===== config.mk =====
export PLATFORM = sky130hd
export DESIGN_NAME = ddr_frame_rd_sched
export DESIGN_NICKNAME = d
export VERILOG_FILES = /design/src/rtl/ddr_frame_rd_sched.sv
export SDC_FILE = /design/constraint.sdc
export NUM_CORES = 1
export LEC_CHECK = 0
export CAP_MARGIN = 20
export CORE_MARGIN = 5
export CORE_UTILIZATION = 44
export DETAILED_ROUTE_END_ITERATION = 6
export SLEW_MARGIN = 20
export SYNTH_ARGS = -nofsm -noshare
export SYNTH_HDL_FRONTEND = slang
export SYNTH_SLANG_ARGS = --single-unit

===== constraint.sdc =====
create_clock -name rd_clk -period 6.1 [get_ports rd_clk]
set_clock_uncertainty 0.2 [all_clocks]
set_input_delay 1.83 -clock rd_clk [delete_from_list [all_inputs] [get_ports rd_clk]]
set_output_delay 1.83 -clock rd_clk [all_outputs]
set_load 0.1 [all_outputs]

===== src/rtl/ddr_frame_rd_sched.sv =====
// Read-side DDR frame scheduler: arms a frame read, then paces
// FIFO pops into fixed-size sop/eop-framed packets with gaps.
module ddr_frame_rd_sched #(
  parameter int DATA_WD     = 16,
  parameter int FRAME_WORDS = 518400,
  parameter int PKT_WORDS   = 720,
  parameter int LOAD_HOLD   = 8,
  parameter int GAP_CYCLES  = 16
) (
  input  logic               rd_clk,
  input  logic               rst_n,
  input  logic               start,
  input  logic               abort,
  output logic               busy,
  output logic               frame_done,
  output logic               rd_load,
  output logic               rd_en,
  input  logic               rd_rdy,
  input  logic [DATA_WD-1:0] rd_data,
  input  logic               rd_valid,
  input  logic               pkt_ready,
  output logic [DATA_WD-1:0] m_data,
  output logic               m_valid,
  output logic               m_sop,
  output logic               m_eop
);

  localparam int CW   = $clog2(FRAME_WORDS + 1);
  localparam int TMAX = (LOAD_HOLD > GAP_CYCLES) ? LOAD_HOLD : GAP_CYCLES;
  localparam int TW   = $clog2(TMAX + 1);
  localparam logic [CW-1:0] FRAME_N = CW'(FRAME_WORDS);
  localparam logic [CW-1:0] PKT_N   = CW'(PKT_WORDS);

  typedef enum logic [2:0] {
    IDLE, LOAD_HI, LOAD_LO, WAIT_PKT,
    BURST, DRAIN, GAP, DONE
  } state_t;

  state_t          state, state_nx;
  logic [TW-1:0]   tmr;
  logic [CW-1:0]   words_left;
  logic [CW-1:0]   issue_left;
  logic [CW-1:0]   pkt_len;
  logic [CW-1:0]   out_cnt;
  logic [CW-1:0]   next_len;
  logic [2:0]      pend;
  logic [1:0]      kill;
  logic            acc;
  logic            rd_ret;

  assign next_len = (words_left < PKT_N) ? words_left : PKT_N;
  assign rd_ret   = rd_valid && (pend != 3'd0);
  assign acc      = rd_ret && (kill == 2'd0) && !abort;

  // State register and per-state cycle timer
  always_ff @(posedge rd_clk or negedge rst_n) begin
    if (!rst_n) begin
      state <= IDLE;
      tmr   <= '0;
    end else begin
      state <= state_nx;
      tmr   <= (state_nx != state) ? '0 : tmr + 1'b1;
    end
  end

  // Next-state logic and state-decoded outputs
  always_comb begin
    state_nx = state;
    rd_load  = 1'b0;
    rd_en    = 1'b0;
    busy     = (state != IDLE);
    unique case (state)
      IDLE:     if (start) state_nx = LOAD_HI;
      LOAD_HI: begin
        rd_load = 1'b1;
        if (tmr == TW'(LOAD_HOLD - 1)) state_nx = LOAD_LO;
      end
      LOAD_LO:
        if (tmr == TW'(LOAD_HOLD - 1)) state_nx = WAIT_PKT;
      WAIT_PKT:
        if (pkt_ready && rd_rdy) state_nx = BURST;
      BURST: begin
        rd_en = rd_rdy && !abort;
        if (rd_en && issue_left == CW'(1)) state_nx = DRAIN;
      end
      DRAIN:
        if (tmr == TW'(1))
          state_nx = (words_left != '0) ? GAP : DONE;
      GAP:
        if (tmr == TW'(GAP_CYCLES - 1)) state_nx = WAIT_PKT;
      DONE:     state_nx = IDLE;
    endcase
    if (abort) state_nx = IDLE;
  end

  // Frame and packet issue counters
  always_ff @(posedge rd_clk or negedge rst_n) begin
    if (!rst_n) begin
      words_left <= '0;
      issue_left <= '0;
      pkt_len    <= '0;
    end else if (abort) begin
      words_left <= '0;
      issue_left <= '0;
    end else if (state == IDLE && start) begin
      words_left <= FRAME_N;
    end else if (state == WAIT_PKT && state_nx == BURST) begin
      pkt_len    <= next_len;
      issue_left <= next_len;
    end else if (rd_en) begin
      issue_left <= issue_left - 1'b1;
      if (words_left != '0) words_left <= words_left - 1'b1;
    end
  end

  // Outstanding-read tracking and post-abort discard window
  always_ff @(posedge rd_clk or negedge rst_n) begin
    if (!rst_n) begin
      pend <= '0;
      kill <= '0;
    end else if (abort) begin
      pend <= '0;
      kill <= 2'd2;
    end else begin
      pend <= pend + {2'b0, rd_en} - {2'b0, rd_ret};
      if (kill != 2'd0) kill <= kill - 1'b1;
    end
  end

  // Registered output stage with sop/eop framing
  always_ff @(posedge rd_clk or negedge rst_n) begin
    if (!rst_n) begin
      m_data     <= '0;
      m_valid    <= 1'b0;
      m_sop      <= 1'b0;
      m_eop      <= 1'b0;
      out_cnt    <= '0;
      frame_done <= 1'b0;
    end else begin
      m_valid    <= acc;
      m_sop      <= acc && (out_cnt == '0);
      m_eop      <= acc && (out_cnt == pkt_len - 1'b1);
      frame_done <= (state == DONE) && !abort;
      if (abort)
        out_cnt <= '0;
      else if (acc) begin
        m_data  <= rd_data;
        out_cnt <= (out_cnt == pkt_len - 1'b1) ? '0 : out_cnt + 1'b1;
      end
    end
  end

endmodule


[After elaboration in Yosys (flattened, before gate mapping)]
Cells that the tools add are included.
Operators by class
  $lt $le $gt $ge: 1
  reductions and logical operators: 28
  eq/ne operators: 16
  add/sub/neg operators: 8
  bitwise gates (word level): 2
  muxes and demuxes: 29
Operators with widths (number)
  19-bit two-way mux: 13
  19-bit by 1-bit subtractor with 19-bit output (second input constant): 3
  3-bit two-way mux: 9
  3-bit case mux with 8 select lines: 1
  19-bit by 1-bit adder with 19-bit output (second input constant): 1
  19-bit by 1-bit == test with 1-bit output (second input constant): 1
  19-bit == test: 1
  19-bit logical NOT: 1
  19-bit by 10-bit < comparator with 1-bit output (second input constant): 1
  19-bit nonzero test: 1
  3-bit == test (second input constant): 5
  3-bit nonzero test: 5
  1-bit logical AND: 11
  3-bit by 2-bit == test with 1-bit output (second input constant): 2
  3-bit AND reduction: 2
  2-bit nonzero test: 3
  5-bit by 1-bit adder with 5-bit output (second input constant): 1
  5-bit by 1-bit == test with 1-bit output (second input constant): 1
  5-bit by 3-bit == test with 1-bit output (second input constant): 1
  5-bit by 4-bit == test with 1-bit output (second input constant): 1
  5-bit two-way mux: 1
  2-bit two-way mux: 2
  2-bit AND reduction: 2
  3-bit by 1-bit adder with 3-bit output: 1
  other kinds (11): 14
Word-level totals
  logic and storage cells: 97
  register bits: 109

[Longest topological paths before layout]
Gate-level depths: netlist of the first run.
  depth in word-level cells: 11
  depth in mapped cells: 10
  mapped depth without buffers: 9

[Worst setup path before layout of the first run]
No wires, ideal clock.
  path type: input to output
  start: input abort
  end: output rd_en
  slack: 0.519 ns
  stages on the path: 6
  buffers on the path: 3
  data arrival time: 3.551 ns
  cells stage by stage: clkbuf_1 -> nor2_1 -> nand3_1 -> clkbuf_1 -> inv_1 -> clkbuf_1
Between the ends
  word-level cells in the longest chain between the ends: 3
Ends and longest elaborated chain
  from (decl): RTL line 13  | input logic abort,
  1-bit logical NOT: RTL line 83  | rd_en = rd_rdy && !abort;
  1-bit logical AND: RTL line 83
  1-bit two-way mux: RTL line 72  | unique case (state)
  to (decl): RTL line 17  | output logic rd_en,
No other way between the ends.

[Final worst setup path of the first run]
Same ends and word-level chain as after synthesis.

==> flow_summary.ini, run 1 <==
[grt]
grt_pass1_vias = 4786
grt_start_max_net_pins = 73
grt_antenna_before_repair = 0
grt_pass1_wl_um = 23530
track_usage_pct = 17.86
overflow = 0

[die]
die_height_um = 126.2
die_w_um = 126.2
io_pins = 46
die-area_um2 = 15930
start_util_pct = 44.87
core_um2 = 13240
rows = 42

[synthesis]
synth_seq_cells = 109
synth_area_leader_cell = dfrtp_1
synth_mux_area_share_pct = 3.580
ys_seq_area_share_pct = 45.90
synth_compound_area_share_pct = 13.06
synth_top_family_by_area = simple AND/OR/NAND/NOR gates
netlist-cell-type-count = 68
syn-num-nets = 662
synthCells = 625
synth_area_leaders = dfrtp_1 (46%), xor2_1 (4.3%), nor2_1 (4.2%)
synth-adder-area-share_pct = 3.074
postSynthAreaPerCell_um2 = 9.507
synth_top_area_share_pct = 45.90
async_flop_share_pct = 100.0
synth_xor_area_share_pct = 8.254
synth_ff_type = dfrtp_1
synth_edf_count = 0
yosysWarnings = 0
yosys.area_share.simple_pct = 22.76
synthesis.area_um2 = 5942

[place]
gp_congestion = 0.8892
port_buffers = 45
dp_hpwl_um = 9827

[clock_network]
cts_buffers = 9
htreeDepth = 3
cts.sinks = 109
clockRootBuffer = clkbuf_16
clkTransAtPathRegs_ns = 0.07
cts_hold_buffers = 0
clock_path_buffers = 2
post-cts-setup-buffer-count = 0
cts_resized = 0
cts_tree = yes
clk_latency_ns = 0.35

[worst_setup_path]
crit_cells = 6
path_max_fanout = 12
r2r_start = pkt_len[8]
path_cells = clkdlybuf4s50_1 -> nor2_1 -> nand3_1 -> buf_4 -> inv_1 -> buf_12
r2r_cells = 7
r2r_setup_slack_ns = 2.31
crit_family = buffers and inverters
slowest_stage = clkdlybuf4s50_1
timing.critical_path.buf_inv = 4
end_kind = primary output
cp.required_ns = 4.07
cp-startpoint = abort
max_stage_delay_ns = 0.42
reg2reg_to = out_cnt[14]
crit_path_start_kind = input port
cp_data_arrival_time_ns = 2.97
crit_path_end = rd_en
worstSetupPathType = in2out

[sta]
clock.fmax_mhz = 200.1
max_slew.worst_pin.slew_ns = 1.019
fin_crit_ns = 4.999
final_hold_viol_count = 0
period_share_pct = 81.94
tns_ns = 0
rsz0062_at_grt = false
slew_headroom_pct = 31.13
hold_ws_ns = 0.2813
drv_slew = 0
setup_violations = 0

[run]
cap_violations = 0

[power]
powerDensity_nw_per_um2 = 338.3
leakagePower_nw = 3.026
vdd_ir_drop_max_mv = 0.1957

[final_layout]
layout_common_cells = dfrtp_1 (109), nor2_1 (66), nand2_1 (47), clkdlybuf4s50_1 (43), o21ai_0 (37)
n_antenna_cell = 0
fin_nets = 704
area_delta_synth_final_pct = 16.21
drive_gt1_share_pct = 8.036
mostFrequentLayoutCell = dfrtp_1

[routing]
routed_wl_um = 13710
wl_per_cell_um = 16.17
viasPerCell = 5.718
drt_first_pass_iters = 5
drt_iter0_drc = 278
ant_nets = 0
vias = 4849
drc_errors = 0

[hold_path]
hp-class = reg2reg

[outcome]
run_status = completed
[cell families after synthesis]
kind of cell	Yosys count
simple gates	260
compound gates	118
flops	109
xor+xnor	56
buf+inv	49
mux	19
fa+ha+maj	14
[how the worst min path moves through the flow]
stage                           to           start  cells after the start
finish              issue_left[18]  issue_left[18]                      1
global route        issue_left[18]  issue_left[17]                      1
CTS                 issue_left[18]  issue_left[18]                      1
detailed placement  issue_left[11]  issue_left[11]                      1
global placement    issue_left[18]  issue_left[18]                      1
floorplan           issue_left[18]  issue_left[18]                      1
[power breakdown]
part	internal, mW	total, mW	switching (mW)
registers	0.811	0.872	0.0611
clock network	0.371	0.638	0.267
logic	0.239	0.827	0.588
total	1.42	2.34	0.916
[final cells by class]
type                       count  area, µm²
timing repair buffer          52      510.5
clock buffer                  10      239.0
multi-input combinational    467       3019
clock inverter                 6      83.83
sequential                   109       2728
inverter                      28      105.1
tap                          176      220.2
fill                        1239       6337
[metrics by stage]
step | cells | power (mW) | cell area (µm²) | util (%) | setup WS (ns)
final | 848 | 2.336 | 6905 | 52.14 | 1.101
after global routing | 848 | 2.446 | 6905 | 52.14 | 0.9923
after CTS | 848 | 2.363 | 6905 | 52.14 | 1.092
after detailed placement | 832 | 1.718 | 6583 | 49.71 | 1.098
after global placement | 832 | 1.702 | 6583 | 49.71 | 1.102
after floorplan | 625 | 1.507 | 5942 | - | 0.5191
[layer usage]
layer	GRT usage [%]	part of all wire (%)	vias to the layer above
li1	-	-	2325
met1	22.47	44	2387
met2	29.89	50	114
met3	4.234	3.9	23
met4	6.751	2.2	0
met5	0	0	-
[cell usage after synthesis, types with 3 or more instances]
| library cell | n |
|---|---|
| a211oi_1 | 3 |
| a21o_1 | 3 |
| a21oi_1 | 27 |
| a22oi_1 | 3 |
| and2_1 | 14 |
| and3_1 | 7 |
| clkbuf_1 | 17 |
| dfrtp_1 | 109 |
| ha_1 | 13 |
| inv_1 | 27 |
| mux2_2 | 18 |
| nand2_1 | 47 |
| nand2b_1 | 4 |
| nand3_1 | 21 |
| nand4_1 | 11 |
| nor2_1 | 66 |
| nor2b_1 | 5 |
| nor3_1 | 27 |
| nor4_1 | 14 |
| nor4b_1 | 6 |
| o21ai_0 | 37 |
| o221ai_1 | 3 |
| o22ai_1 | 9 |
| or3_1 | 18 |
| or4_1 | 6 |
| xnor2_1 | 27 |
| xor2_1 | 29 |
[sequential cells by signal (all words and copies together), names as in the netlist, 3 cells and up]
signal	flops
pend	3
tmr	5
m_data	16
pkt_len	19
words_left	19
state	3
issue_left	19
out_cnt	19
Note: power is estimated with default switching activity, not from simulation.
==> inputs of run 2 (changes only) <==
--- a/config.mk
+++ b/config.mk
@@ -9,6 +9,7 @@
 export CORE_MARGIN = 5
 export CORE_UTILIZATION = 44
 export DETAILED_ROUTE_END_ITERATION = 6
+export PLACE_DENSITY = 0.65
 export SLEW_MARGIN = 20
 export SYNTH_ARGS = -nofsm -noshare
 export SYNTH_HDL_FRONTEND = slang
==> constraint.sdc (replaced) <==
create_clock -name rd_clk -period 4.35 [get_ports rd_clk]
set_clock_uncertainty 0.2 [all_clocks]
set_input_delay 1.305 -clock rd_clk [delete_from_list [all_inputs] [get_ports rd_clk]]
set_output_delay 1.305 -clock rd_clk [all_outputs]
set_load 0.1 [all_outputs]
==> flow_summary.ini, run 2 (synthesis results as in run 1) <==
[final_layout]
multi_input_area_um2 = 3019
area_delta_synth_final_pct = 16.45
drive_gt1_share_pct = 8.876
seqCellArea_um2 = 2728
layout_common_cells = dfrtp_1 (109), nor2_1 (66), nand2_1 (47), clkdlybuf4s50_1 (41), o21ai_0 (37)
num-fill-cells = 1204
fin_nets = 708
mostFrequentLayoutCell = dfrtp_1
n_antenna_cell = 0
stdcell_count = 852
fin_util_pct = 52.25

[worst_setup_path]
cp_data_arrival_time_ns = 2.33
r2r_setup_slack_ns = 0.85
end_kind = primary output
path_max_fanout = 2
r2r_cells = 8
crit_path_start_kind = input port
worstSetupPathType = in2out
cp-startpoint = abort
reg2reg_to = out_cnt[2]
crit_path_end = rd_en
cp.required_ns = 2.84
r2r_start = pkt_len[3]

[hold_path]
hold_path_depth = 1
hp-class = reg2reg

[sta]
drv_slew = 0
setup_violations = 0
slew_headroom_pct = 34.45
clock.fmax_mhz = 260.8
max_slew.worst_pin.slew_ns = 0.9802
period_share_pct = 88.14
rsz0062_at_grt = false
setup_ws_ns = 0.5159
final_hold_viol_count = 0
tns_ns = 0
fin_crit_ns = 3.834

[die]
core_um2 = 13240
rows = 42
io_pins = 46
die_height_um = 126.2
die_w_um = 126.2
die-area_um2 = 15930
start_util_pct = 44.87

[clock_network]
post-cts-setup-buffer-count = 0
cts_hold_buffers = 0
cts_resized = 0
clock_path_buffers = 2
clk_latency_ns = 0.36
cts_tree = yes
cts_buffers = 9
clkTransAtPathRegs_ns = 0.07
cts.sinks = 109
htreeDepth = 3
clockRootBuffer = clkbuf_16

[power]
powerDensity_nw_per_um2 = 467.0
leakagePower_nw = 3.035
power_mw = 3.231
vdd_ir_drop_max_mv = 0.2779

[place]
gp_congestion = 0.9620
dp_hpwl_um = 9698
dpl_worst_slack_ns = 0.4695
port_buffers = 45
dp_cells = 836

[grt]
grt_pass1_wl_um = 22890
grt_pass1_vias = 4770
overflow = 0
grt_antenna_before_repair = 0
track_usage_pct = 17.33
grt_start_max_net_pins = 88

[routing]
drc_errors = 0
routed_wl_um = 13450
drt_first_pass_iters = 5
vias = 4806
wl_per_cell_um = 15.79
viasPerCell = 5.641
ant_nets = 0
drt_iter0_drc = 352

[run]
cap_violations = 0

[outcome]
run_status = completed
run 2: cell count changes in the layout (fill, tap and decap cells not counted):
cell / before / now
clkinvlp_4: 0 / 1
buf_6: 0 / 1
clkinv_2: 3 / 1
buf_4: 8 / 13
bufinv_16: 2 / 1
clkinv_4: 0 / 1
inv_6: 1 / 2
clkdlybuf4s50_1: 43 / 41
run 2: area by class of cell:
| cell class | instances | share of cell area, % |
|---|---|---|
| flip-flops and latches | 109 | 39.42 |
| inverters | 28 | 1.519 |
| clock inverters | 6 | 0.9946 |
| repair buffers | 56 | 7.794 |
| multi-input cells | 467 | 43.63 |
| well taps | 176 | 3.183 |
| clock buffers | 10 | 3.454 |
run 2: worst min path at each step:
| stage | slack, ns | from | endpoint |
|---|---|---|---|
| floorplan | 0.24 | issue_left[18] | issue_left[18] |
| global placement | 0.27 | issue_left[18] | issue_left[18] |
| detailed placement | 0.28 | issue_left[11] | issue_left[11] |
| CTS | 0.29 | issue_left[11] | issue_left[11] |
| global route | 0.31 | issue_left[18] | issue_left[18] |
| finish | 0.29 | issue_left[11] | issue_left[11] |
run 2: worst max-delay path, cell delays in order:
cell	delay [ns]
clkdlybuf4s50_1	0.42
nor2_1	0.15
nand3_1	0.13
inv_1	0.14
buf_12	0.19
run 2: stage by stage:
step	area [µm²]	hold slack (ns)
2_1_floorplan	5943	0.2374
3_3_place_gp	6608	0.2687
3_5_place_dp	6608	0.2824
4_1_cts	6915	0.2921
5_1_grt	6919	0.3142
6_report	6919	0.2891
run 2: report_power, final:
part | internal, mW | switching, mW | leakage, nW
logic | 0.335 | 0.822 | 1.43
registers | 1.14 | 0.0860 | 1.45
clock network | 0.467 | 0.384 | 0.149
total | 1.94 | 1.29 | 3.03
run 2: routing by layer:
metal | track usage (%) | up-vias | part of all wire, %
li1 | - | 2333 | -
met1 | 21.64 | 2345 | 44
met2 | 29.92 | 115 | 50
met3 | 4.149 | 13 | 4.3
met4 | 5.047 | 0 | 1.4
met5 | 0 | - | 0
==> inputs of run 3 (changes only) <==
--- a/config.mk
+++ b/config.mk
@@ -9,7 +9,8 @@
 export CORE_MARGIN = 5
 export CORE_UTILIZATION = 44
 export DETAILED_ROUTE_END_ITERATION = 6
-export PLACE_DENSITY = 0.65
+export GPL_TIMING_DRIVEN = 0
+export PLACE_DENSITY_LB_ADDON = 0.2
 export SLEW_MARGIN = 20
 export SYNTH_ARGS = -nofsm -noshare
 export SYNTH_HDL_FRONTEND = slang
==> flow_summary.ini, run 3 (synthesis results as in run 1) <==
[outcome]
run_status = completed

[sta]
drv_slew = 0
rsz0062_at_grt = false
period_share_pct = 97.58
final_hold_viol_count = 0
tns_ns = 0
slew_headroom_pct = 32.12
max_slew.worst_pin.slew_ns = 1.004
fin_crit_ns = 4.245
clock.fmax_mhz = 235.6
setup_violations = 0

[hold_path]
hp-class = reg2reg
hold_path_depth = 1

[power]
leakagePower_nw = 3.014
vdd_ir_drop_max_mv = 0.2476
powerDensity_nw_per_um2 = 454.1

[clock_network]
cts_hold_buffers = 0
htreeDepth = 3
cts.sinks = 109
clkTransAtPathRegs_ns = 0.07
post-cts-setup-buffer-count = 0
cts_tree = yes
clk_latency_ns = 0.35
cts_buffers = 9
clockRootBuffer = clkbuf_16
clock_path_buffers = 2

[worst_setup_path]
end_kind = primary output
cp_data_arrival_time_ns = 2.74
path_max_fanout = 11
r2r_cells = 8
worstSetupPathType = in2out
crit_path_start_kind = input port
cp.required_ns = 2.84

[final_layout]
fin_nets = 718
stdcell_count = 862
multi_input_area_um2 = 3019
layout_common_cells = dfrtp_1 (109), nor2_1 (66), nand2_1 (47), clkdlybuf4s50_1 (42), o21ai_0 (37)
num-fill-cells = 1239
mostFrequentLayoutCell = dfrtp_1
n_antenna_cell = 0
fin_util_pct = 52.13
seqCellArea_um2 = 2728
drive_gt1_share_pct = 7.289
area_delta_synth_final_pct = 16.17

[grt]
grt_start_max_net_pins = 60
overflow = 0
grt_pass1_vias = 4905
grt_antenna_before_repair = 0
track_usage_pct = 17.87
grt_pass1_wl_um = 23690

[routing]
drt_first_pass_iters = 5
routed_wl_um = 13670
wl_per_cell_um = 15.86
drc_errors = 0
ant_nets = 0
drt_iter0_drc = 347
viasPerCell = 5.626
vias = 4850

[place]
port_buffers = 44
gp_congestion = 0.8823
dp_hpwl_um = 9921
dp_cells = 846

[die]
core_um2 = 13240
die_w_um = 126.2
start_util_pct = 44.87
die_height_um = 126.2
io_pins = 46
die-area_um2 = 15930
rows = 42

[run]
cap_violations = 0
## run 3: changes by cell type in the layout (fill, tap and decap cells not counted), moves of 2 or more
cell	previous run	this run
clkbuf_1	0	18
buf_6	1	4
clkinv_2	1	3
buf_4	13	0
clkbuf_2	0	2
## run 3: cell type report
| type | count | share of cell area [%] |
|---|---|---|
| tap | 176 | 3.190 |
| timing repair buffer | 45 | 6.815 |
| inverter | 28 | 1.523 |
| clock inverter | 4 | 0.3444 |
| clock buffer | 12 | 3.426 |
| buffer | 21 | 1.450 |
| sequential | 109 | 39.51 |
| multi-input combinational | 467 | 43.74 |
## run 3: final timing paths
kind / start / endpoint / slack [ns]
min in group asynchronous: rst_n / out_cnt[16] / 0.69
max reg2reg: pkt_len[8] / out_cnt[11] / 0.72
min reg2reg: issue_left[18] / issue_left[18] / 0.28
max in group asynchronous: rst_n / pkt_len[1] / 2.62
max: rd_rdy / rd_en / 0.11
min: issue_left[18] / issue_left[18] / 0.28
## run 3: worst max-delay path, stage by stage
cell and delay (ns):
clkdlybuf4s50_1 0.48, nand3_1 0.12, clkbuf_2 0.22, inv_1 0.12
clkbuf_4 0.24, buf_6 0.25
## run 3: metal layers
layer | vias up | track usage (%) | wire length [µm]
met5 | - | 0 | 0
li1 | 2343 | - | -
met2 | 133 | 29.86 | 6697
met3 | 19 | 4.615 | 643
met4 | 0 | 5.110 | 180
met1 | 2355 | 23.01 | 6149
## run 3: metrics by stage
step | worst slack (ns) | total power [mW] | hold slack (ns) | cell area (µm²)
floorplan | 0.3272 | 2.113 | 0.2374 | 5943
finish | 0.1054 | 3.135 | 0.2760 | 6903
global route | 0.007952 | 3.296 | 0.3006 | 6903
CTS | 0.03359 | 3.175 | 0.2801 | 6897
detailed placement | -0.9477 | 2.410 | 0.2704 | 6633
global placement | -2.342 | 2.387 | 0.2585 | 6604
## run 3: repair_timing
action | CTS | global route
setup endpoints to repair | 1 | 1
gates cloned | 0 | 0
resized for setup | 8 | 2
## run 3: power by group
part	internal, mW	leakage [nW]	total (mW)	switching, mW
clock network	0.389	0.131	0.750	0.361
logic	0.337	1.43	1.16	0.827
registers	1.14	1.45	1.22	0.0837
